[config.mk]
export PLATFORM = sky130hd
export DESIGN_NAME = wrr_tenure_sched_flat
export DESIGN_NICKNAME = d
export VERILOG_FILES = /design/src/rtl/wrr_sched_pkg.sv /design/src/rtl/wrr_tenure_sched_if.sv /design/src/rtl/rr_pick.sv /design/src/rtl/wrr_tenure_sched.sv /design/src/flat_wrapper.sv
export SDC_FILE = /design/constraint.sdc
export NUM_CORES = 1
export LEC_CHECK = 0
export ABC_AREA = 1
export CORE_UTILIZATION = 30
export CTS_CLUSTER_DIAMETER = 40
export DETAILED_ROUTE_END_ITERATION = 16
export PLACE_DENSITY = 0.52
export RECOVER_POWER = 25
export SETUP_SLACK_MARGIN = 0.3
export SLEW_MARGIN = 20
export SYNTH_ARGS = -nofsm -noshare
export SYNTH_HDL_FRONTEND = slang
export SYNTH_SLANG_ARGS = --single-unit
[constraint.sdc]
create_clock -name clk -period 1.85 [get_ports clk]
set_input_delay 0.2775 -clock clk [delete_from_list [all_inputs] [get_ports clk]]
set_output_delay 0.2775 -clock clk [all_outputs]
set_load 0.01 [all_outputs]
[src/rtl/wrr_sched_pkg.sv]
// wrr_sched_pkg: scheduler state type and round-robin pointer increment helper
package wrr_sched_pkg;
  typedef enum logic [1:0] {IDLE, GRANT, LOCKED} sched_state_e;
  function automatic int ptr_inc(input int p, input int n);
    return (p == n - 1) ? 0 : p + 1;
  endfunction
endpackage

[src/rtl/wrr_tenure_sched_if.sv]
// wrr_tenure_sched_if: client bundle (i_req/i_lock/i_weight/i_cfg_load/i_beat_done in, o_gnt/o_gnt_id/o_busy/o_lock_timeout out)
interface wrr_tenure_sched_if #(
  parameter int NUM_CLIENTS  = 4,
  parameter int WEIGHT_WIDTH = 4
);
  logic [NUM_CLIENTS-1:0]              i_req;
  logic [NUM_CLIENTS-1:0]              i_lock;
  logic [NUM_CLIENTS*WEIGHT_WIDTH-1:0] i_weight;
  logic                                i_cfg_load;
  logic                                i_beat_done;
  logic [NUM_CLIENTS-1:0]              o_gnt;
  logic [$clog2(NUM_CLIENTS)-1:0]      o_gnt_id;
  logic                                o_busy;
  logic                                o_lock_timeout;
  modport master (
    output i_req, i_lock, i_weight, i_cfg_load, i_beat_done,
    input  o_gnt, o_gnt_id, o_busy, o_lock_timeout
  );
  modport slave (
    input  i_req, i_lock, i_weight, i_cfg_load, i_beat_done,
    output o_gnt, o_gnt_id, o_busy, o_lock_timeout
  );
endinterface

[src/rtl/rr_pick.sv]
// rr_pick: rotating-priority encoder, first set req bit scanning from ptr upward (req, ptr in; found, idx out)
module rr_pick #(
  parameter int N = 4
) (
  input  logic [N-1:0]         req,
  input  logic [$clog2(N)-1:0] ptr,
  output logic                 found,
  output logic [$clog2(N)-1:0] idx
);
  localparam int IW = $clog2(N);
  logic [IW-1:0] j;
  always_comb begin
    found = |req;
    idx = '0;
    j = '0;
    for (int i = N - 1; i >= 0; i--) begin
      j = IW'((int'(ptr) + i) % N);
      idx = req[j] ? j : idx;
    end
  end
endmodule

[src/rtl/wrr_tenure_sched.sv]
// wrr_tenure_sched: weighted round-robin tenure scheduler with lock extension and watchdog (clk, rst_n, bus slave)
module wrr_tenure_sched
  import wrr_sched_pkg::*;
#(
  parameter int NUM_CLIENTS  = 4,
  parameter int WEIGHT_WIDTH = 4,
  parameter int MAX_HOLD     = 16
) (
  input logic clk,
  input logic rst_n,
  wrr_tenure_sched_if.slave bus
);
  localparam int IW = $clog2(NUM_CLIENTS);
  localparam int HW = $clog2(MAX_HOLD + 1);
  sched_state_e state_q, state_d;
  logic [IW-1:0] ptr_q, ptr_d, gnt_id_q, gnt_id_d, win;
  logic [WEIGHT_WIDTH-1:0] credit_q, credit_d, w;
  logic [HW-1:0] hold_q, hold_d;
  logic [NUM_CLIENTS-1:0] gnt_q, gnt_d;
  logic [NUM_CLIENTS-1:0][WEIGHT_WIDTH-1:0] weight_q, weight_d;
  logic to_q, to_d, found, own_req, own_lock, rel;
  rr_pick #(.N(NUM_CLIENTS)) u_pick (
    .req  (bus.i_req),
    .ptr  (ptr_q),
    .found(found),
    .idx  (win)
  );
  assign own_req  = bus.i_req[gnt_id_q];
  assign own_lock = bus.i_lock[gnt_id_q];
  assign bus.o_gnt = gnt_q;
  assign bus.o_gnt_id = gnt_id_q;
  assign bus.o_busy = state_q != IDLE;
  assign bus.o_lock_timeout = to_q;
  always_comb begin
    weight_d = weight_q;
    w = '0;
    for (int k = 0; k < NUM_CLIENTS; k++) begin
      w = bus.i_weight[k*WEIGHT_WIDTH +: WEIGHT_WIDTH];
      weight_d[k] = bus.i_cfg_load ? ((w == '0) ? WEIGHT_WIDTH'(1) : w) : weight_q[k];
    end
  end
  always_comb begin
    state_d = state_q;
    ptr_d = ptr_q;
    gnt_id_d = gnt_id_q;
    credit_d = credit_q;
    hold_d = hold_q;
    gnt_d = gnt_q;
    to_d = 1'b0;
    rel = 1'b0;
    case (state_q)
      IDLE: if (found) begin
        state_d = GRANT;
        gnt_id_d = win;
        gnt_d = NUM_CLIENTS'(1) << win;
        credit_d = weight_q[win];
        hold_d = '0;
      end
      GRANT: begin
        credit_d = credit_q - WEIGHT_WIDTH'(bus.i_beat_done);
        if ((bus.i_beat_done && credit_q == WEIGHT_WIDTH'(1)) || !own_req) begin
          state_d = own_lock ? LOCKED : state_q;
          credit_d = own_lock ? '0 : credit_d;
          rel = !own_lock;
        end
      end
      LOCKED: begin
        hold_d = hold_q + HW'(1);
        to_d = own_lock && hold_q == HW'(MAX_HOLD - 1);
        rel = !own_lock || to_d;
      end
      default: state_d = IDLE;
    endcase
    if (rel) begin
      state_d = IDLE;
      gnt_d = '0;
      ptr_d = IW'(ptr_inc(int'(gnt_id_q), NUM_CLIENTS));
    end
  end
  always_ff @(posedge clk or negedge rst_n) begin
    if (!rst_n) begin
      state_q <= IDLE;
      ptr_q <= '0;
      gnt_id_q <= '0;
      credit_q <= '0;
      hold_q <= '0;
      gnt_q <= '0;
      to_q <= 1'b0;
      weight_q <= {NUM_CLIENTS{WEIGHT_WIDTH'(1)}};
    end else begin
      state_q <= state_d;
      ptr_q <= ptr_d;
      gnt_id_q <= gnt_id_d;
      credit_q <= credit_d;
      hold_q <= hold_d;
      gnt_q <= gnt_d;
      to_q <= to_d;
      weight_q <= weight_d;
    end
  end
endmodule

[src/flat_wrapper.sv]
// flat-port wrapper written by rule: the top's interface ports become plain ports
module wrr_tenure_sched_flat import wrr_sched_pkg::*;
#(
  parameter int NUM_CLIENTS  = 4,
  parameter int WEIGHT_WIDTH = 4,
  parameter int MAX_HOLD     = 16
)
  (clk, rst_n, bus_i_req, bus_i_lock, bus_i_weight, bus_i_cfg_load, bus_i_beat_done, bus_o_gnt, bus_o_gnt_id, bus_o_busy, bus_o_lock_timeout);
  wrr_tenure_sched_if #(.NUM_CLIENTS(NUM_CLIENTS), .WEIGHT_WIDTH(WEIGHT_WIDTH)) bus_i ();
  input logic clk;
  input logic rst_n;
  input wire logic [$bits(bus_i.i_req)-1:0] bus_i_req;
  input wire logic [$bits(bus_i.i_lock)-1:0] bus_i_lock;
  input wire logic [$bits(bus_i.i_weight)-1:0] bus_i_weight;
  input wire logic [$bits(bus_i.i_cfg_load)-1:0] bus_i_cfg_load;
  input wire logic [$bits(bus_i.i_beat_done)-1:0] bus_i_beat_done;
  output wire logic [$bits(bus_i.o_gnt)-1:0] bus_o_gnt;
  output wire logic [$bits(bus_i.o_gnt_id)-1:0] bus_o_gnt_id;
  output wire logic [$bits(bus_i.o_busy)-1:0] bus_o_busy;
  output wire logic [$bits(bus_i.o_lock_timeout)-1:0] bus_o_lock_timeout;
  assign bus_i.i_req = bus_i_req;
  assign bus_i.i_lock = bus_i_lock;
  assign bus_i.i_weight = bus_i_weight;
  assign bus_i.i_cfg_load = bus_i_cfg_load;
  assign bus_i.i_beat_done = bus_i_beat_done;
  assign bus_o_gnt = bus_i.o_gnt;
  assign bus_o_gnt_id = bus_i.o_gnt_id;
  assign bus_o_busy = bus_i.o_busy;
  assign bus_o_lock_timeout = bus_i.o_lock_timeout;
  wrr_tenure_sched #(.NUM_CLIENTS(NUM_CLIENTS), .WEIGHT_WIDTH(WEIGHT_WIDTH), .MAX_HOLD(MAX_HOLD)) u_core (.clk(clk), .rst_n(rst_n), .bus(bus_i));
endmodule
== Word-level counts from Yosys, hierarchy flattened ==
Index checks and enable logic that the tools add are counted.

* Word-level logic and storage cells: 96
* Input bits: 28
* Output and inout port bits: 8
* Register bits: 36

* Add/subtract/negate cells: 6
* Order comparisons: 6
* Shift-type cells: 1
* Reductions and logical operators: 22
* Muxes and demuxes: 40
* Equal/unequal tests: 10

{| class="wikitable"
|+ Operators by type and width
! operator !! number
|-
| $mux W4 || 11
|-
| $lt A2 B3 Y1 const B || 6
|-
| $mux W2 || 9
|-
| $logic_not A4 Y1 || 4
|-
| $bmux W1 S2 || 6
|-
| $pmux W5 S2 || 1
|-
| $reduce_bool A2 Y1 || 5
|-
| $ne A3 B1 Y1 const B || 3
|-
| $bmux W4 S2 || 1
|-
| $mux W1 || 8
|-
| $pmux W4 S2 || 1
|-
| $reduce_and A2 Y1 || 4
|-
| $pmux W2 S3 || 1
|-
| $add A5 B1 Y5 const B || 1
|-
| $eq A5 B4 Y1 const B || 1
|-
| $mux W5 || 1
|-
| $add A2 B1 Y2 const B || 2
|-
| $add A2 B2 Y2 const B || 2
|-
| $eq A2 B1 Y1 const B || 2
|-
| $eq A4 B1 Y1 const B || 1
|-
| $ne A2 B1 Y1 const B || 2
|-
| $reduce_and A4 Y1 || 1
|-
| $reduce_or A4 Y1 || 1
|-
| $shl A1 B2 Y4 const A || 1
|-
| 7 further kinds || 10
|}

== Logic depth before layout (Yosys ltp) ==
* Depth after elaboration: 11
* Mapped depth: 16
* Gate-level depth less buffers: 14

== By module ==
A second synthesis with hierarchy kept.

* Cells, all modules: 291
* Area, all modules: 2,128.3 um2

{| class="wikitable"
|+ By module, submodules not included
! module !! cells an instance !! area an instance (um2) !! times used !! seq. area each (um2)
|-
| wrr_tenure_sched || 245 || 1,939.4 || 1 || 905.9
|-
| rr_pick || 46 || 188.9 || 1 || 0.0
|}

== Worst setup path after synthesis ==
Ideal clock, no wire load.

* Path kind: register -> register
* Start point: register u_core.hold_q[0]
* End point: register u_core.gnt_q[1] (netlist: u_core.bus.o_gnt[1])
* Setup time: 0.095 ns
* Data required time: 1.755 ns
* Buffers on the path: 1
* Slack: 0.154 ns
* Period minus slack after synthesis: 1.696 ns
* Arrival time: 1.601 ns
* Stages on the path, launching flop included: 13
* Path through: dfrtp_1 -> ha_1 -> nand2_1 -> nor2_1 -> ha_1 -> nand2_1 -> nand3_1 -> nand2_1 -> inv_1 -> nand2_1 -> buf_2 -> nand2_1 -> o31ai_1

* Longest elaborated chain between the ends: 6
* Elaborated cells on any way between the ends: 8
* Classes of those cells: eq/ne (1); mux (2); reduce/logical (5)

{| class="wikitable"
|+ Ends and longest elaborated chain
! element !! line !! RTL
|-
| from (decl) || wrr_tenure_sched.sv:18 || <nowiki>logic [HW-1:0] hold_q, hold_d;</nowiki>
|-
| from (signal assigned) || wrr_tenure_sched.sv:95 || <nowiki>hold_q <= hold_d;</nowiki>
|-
| $eq A5 B4 Y1 * || wrr_tenure_sched.sv:69 || <nowiki>to_d = own_lock && hold_q == HW'(MAX_HOLD - 1);</nowiki>
|-
| $logic_and A1 B1 Y1 * || wrr_tenure_sched.sv:69 ||
|-
| $logic_or A1 B1 Y1 * || wrr_tenure_sched.sv:70 || <nowiki>rel = !own_lock || to_d;</nowiki>
|-
| $pmux W1 S2 * || wrr_tenure_sched.sv:51 || <nowiki>case (state_q)</nowiki>
|-
| $reduce_bool A2 Y1 (no source line) || - ||
|-
| $reduce_and A2 Y1 (no source line) || - ||
|-
| to (signal assigned) || wrr_tenure_sched.sv:96 || <nowiki>gnt_q <= gnt_d;</nowiki>
|-
| to (decl) || wrr_tenure_sched.sv:19 || <nowiki>logic [NUM_CLIENTS-1:0] gnt_q, gnt_d;</nowiki>
|}

Mark *: on every way between the ends. The rest lies on a longest branch, timed or not.
A chain may end at the register's enable or synchronous reset.

== Final worst setup path ==
* Start point: register u_core.hold_q[0]
* End point: register u_core.gnt_q[3] (netlist: u_core.bus.o_gnt[3])

Same word-level chain as after synthesis.

==> results.toml <==
[setup_path]
endpoint_kind = "flip-flop"
crit_buf_inv = 2
cpPeakStageDelay_ns = 0.39
crit_slowest_cell = "dfrtp_1"
crit_path_max_fanout = 4
path_delay_family = "simple AND/OR/NAND/NOR gates"
critPathKind = "reg -> reg"
cp.arrival_ns = 1.93
crit_top_cell = "nand2_2"
critPathRequiredTime_ns = 2.04
cp_cell_sequence = "ha_2, nand2_2, nor2_2, ha_2, nand2_2, nand3_2, nand2_1, inv_1, nand2_2, buf_6, nand2_4, o31ai_1"
cp-start-kind = "flip-flop"

[placement]
dpl.cell_count = 435
place.gp.congestion = 0.797
numPortBuffers = 35
dp_slack_ns = -0.156
place_hpwl_um = 3710

[cells_and_area]
nets = 398
regArea_sq_um = 911
fill_cells = 710
layout.cells.non_filler = 457
fin_util_pct = 47.8
multi_input_area_sq_um = 1320
n_antenna_cell = 0
area_growth_pct = 51.9
drive_gt1_share_pct = 34.9
mostFrequentLayoutCell = "nand2_1"
final_cell_mix = "nand2_1, dfrtp_1, clkdlybuf4s50_1"

[grt]
overflow = 0
grt_pass1_vias = 2008
antenna_found_initial = 0
grt_pass1_wl_um = 9340
grt_max_degree = 37
track_usage_pct = 15.5

[synthesis]
ys_ff_latch = 36
yosysTopAreaCellShare_pct = 36.8
yosysWarnings = 0
synth_area_leaders = "dfrtp_1, nand2_1, ha_1, inv_1, dfstp_2"
avgSynthCellArea_sq_um = 7.55
netlist_instances = 288
synth_area_sq_um = 2170
syn_nets = 326
yosysUniqueCellTypes = 32
synth.largest_area_cell = "dfrtp_1"
ys_seq_area_share_pct = 41.7

[floorplanning]
rows = 30
core-area_sq_um = 6910
top_level_ports = 36
die_w_um = 87.1
dieArea_sq_um = 7590
start_util_pct = 31.5
die_y_um = 87.1

[sta]
slew_violations = 0
max_freq_mhz = 572
period_share_pct = 94.5
skew_ns = 0.00815
hold_viol = 0
fin_ws_ns = 0.102
rsz0062_at_grt = "true"
worst_hold_slack_ns = 0.475
setup_viol = 0
tightestPinTransition_ns = 0.929
relSlewSlack_pct = 38.1
fin_crit_ns = 1.75

[clock_tree]
cts_tree = "done"
root_buffer = "clkbuf_8"
clockBufferDepth = 2
htree_levels = 2
numCtsBuffers = 5
clock_latency_ns = 0.29
clock_sinks = 36
clkTransAtPathRegs_ns = 0.07

[pwr]
ir_worst_vdd_mv = 0.564
total_power_mw = 5.33
power.leakage_nw = 1.58
power_density_nw_per_um2 = 1610

[worst_hold_path]
hp-class = "reg -> reg"

[detailed_routing]
ant_nets = 0
drtPass1Iterations = 4
drt_iter0_markers = 59
drc = 0
finalWirelength_um = 5290
via_per_inst = 4.44
vias = 2031
wl_per_cell_um = 11.6

[run_status]
status = "completed"

[job]
drv_cap = 0
## metal layers
| metal | GRT usage, % | up-vias | routed length [um] |
|---|---|---|---|
| met5 | 0 | - | 0 |
| met4 | 4.47 | 0 | 47 |
| met3 | 2.37 | 2 | 152 |
| met2 | 24.3 | 34 | 2360 |
| met1 | 22.1 | 921 | 2730 |
| li1 | - | 1074 | - |
## area by class of cell
type	count	share of cell area, %
flip-flops and latches	36	27.6
clock buffers	8	3.03
repair buffers	72	21.0
multi-input cells	207	40.1
inverters	38	4.59
well taps	96	3.64
## registers in the layout (all words and copies together) (netlist names)
name                       cells
u_core.bus.o_lock_timeout      1
u_core.credit_q                4
u_core.state_q                 2
u_core.hold_q                  5
u_core.bus.o_gnt               4
u_core.bus.o_gnt_id            2
u_core.weight_q               16
u_core.ptr_q                   2
## synth_stat cells (all sizes together)
| cell type | n |
|---|---|
| nor3 | 1 |
| nor4 | 1 |
| dfstp | 4 |
| o21ai | 21 |
| a31oi | 2 |
| a21oi | 20 |
| clkinv | 1 |
| clkbuf | 4 |
| o211ai | 1 |
| o31ai | 5 |
| nor2 | 15 |
| nand3 | 23 |
| buf | 3 |
| dfrtp | 32 |
| ha | 10 |
| nand4 | 2 |
| xor2 | 2 |
| nand2 | 101 |
| and2 | 1 |
| inv | 37 |
| o22ai | 2 |
## metrics by stage
step | area (sq um) | TNS (ns)
after floorplan | 2230 | 0
after global placement | 2860 | -1.73
after detailed placement | 2860 | -1.66
after CTS | 3200 | 0
after global routing | 3300 | -0.0423
final | 3300 | 0
## worst paths after layout
kind | slack [ns] | from | depth (start not counted) | end
setup reg to reg | 0.10 | u_core.hold_q[0]$_DFFE_PN0P_ | 12 | u_core.bus.o_gnt[3]$_DFFE_PN0P_
setup / recovery | 0.10 | u_core.hold_q[0]$_DFFE_PN0P_ | 12 | u_core.bus.o_gnt[3]$_DFFE_PN0P_
hold reg to reg | 0.47 | u_core.weight_q[15]$_DFFE_PN0P_ | 2 | u_core.weight_q[15]$_DFFE_PN0P_
min in group asynchronous | 0.66 | rst_n | 2 | u_core.hold_q[0]$_DFFE_PN0P_
max in group asynchronous | 0.55 | rst_n | 2 | u_core.ptr_q[0]$_DFFE_PN0P_
hold / removal | 0.47 | u_core.weight_q[15]$_DFFE_PN0P_ | 2 | u_core.weight_q[15]$_DFFE_PN0P_
## tightest hold or removal path, stage by stage, from the launching register on
cell     delay (ns)
dfrtp_1        0.35
nand2_1        0.05
nand2_1        0.04
## timing repair
action | in CTS | in global routing
pin swaps | 24 | 12
hold buffers | 0 | 0
setup buffers | 12 | 2
endpoints found under the hold margin | 0 | 0
resized for setup | 53 | 30
setup endpoints to repair | 22 | 17
## report_power, final
group | switching, mW | internal [mW]
clock | 0.288 | 0.340
sequential | 0.189 | 1.00
combinational | 1.89 | 1.62
total | 2.36 | 2.96
## cell families (layout without fill, tap and decap cells)
group / count (synthesis) / count (layout) / share of synthesized area, %
compound gates: 51 / 51 / 13.4
buf+inv: 45 / 118 / 8.69
xor+xnor: 2 / 2 / 0.806
fa+ha+maj: 10 / 10 / 5.76
simple gates: 144 / 144 / 29.7
flops: 36 / 36 / 41.7
Note: power is estimated with default switching activity, not from simulation.
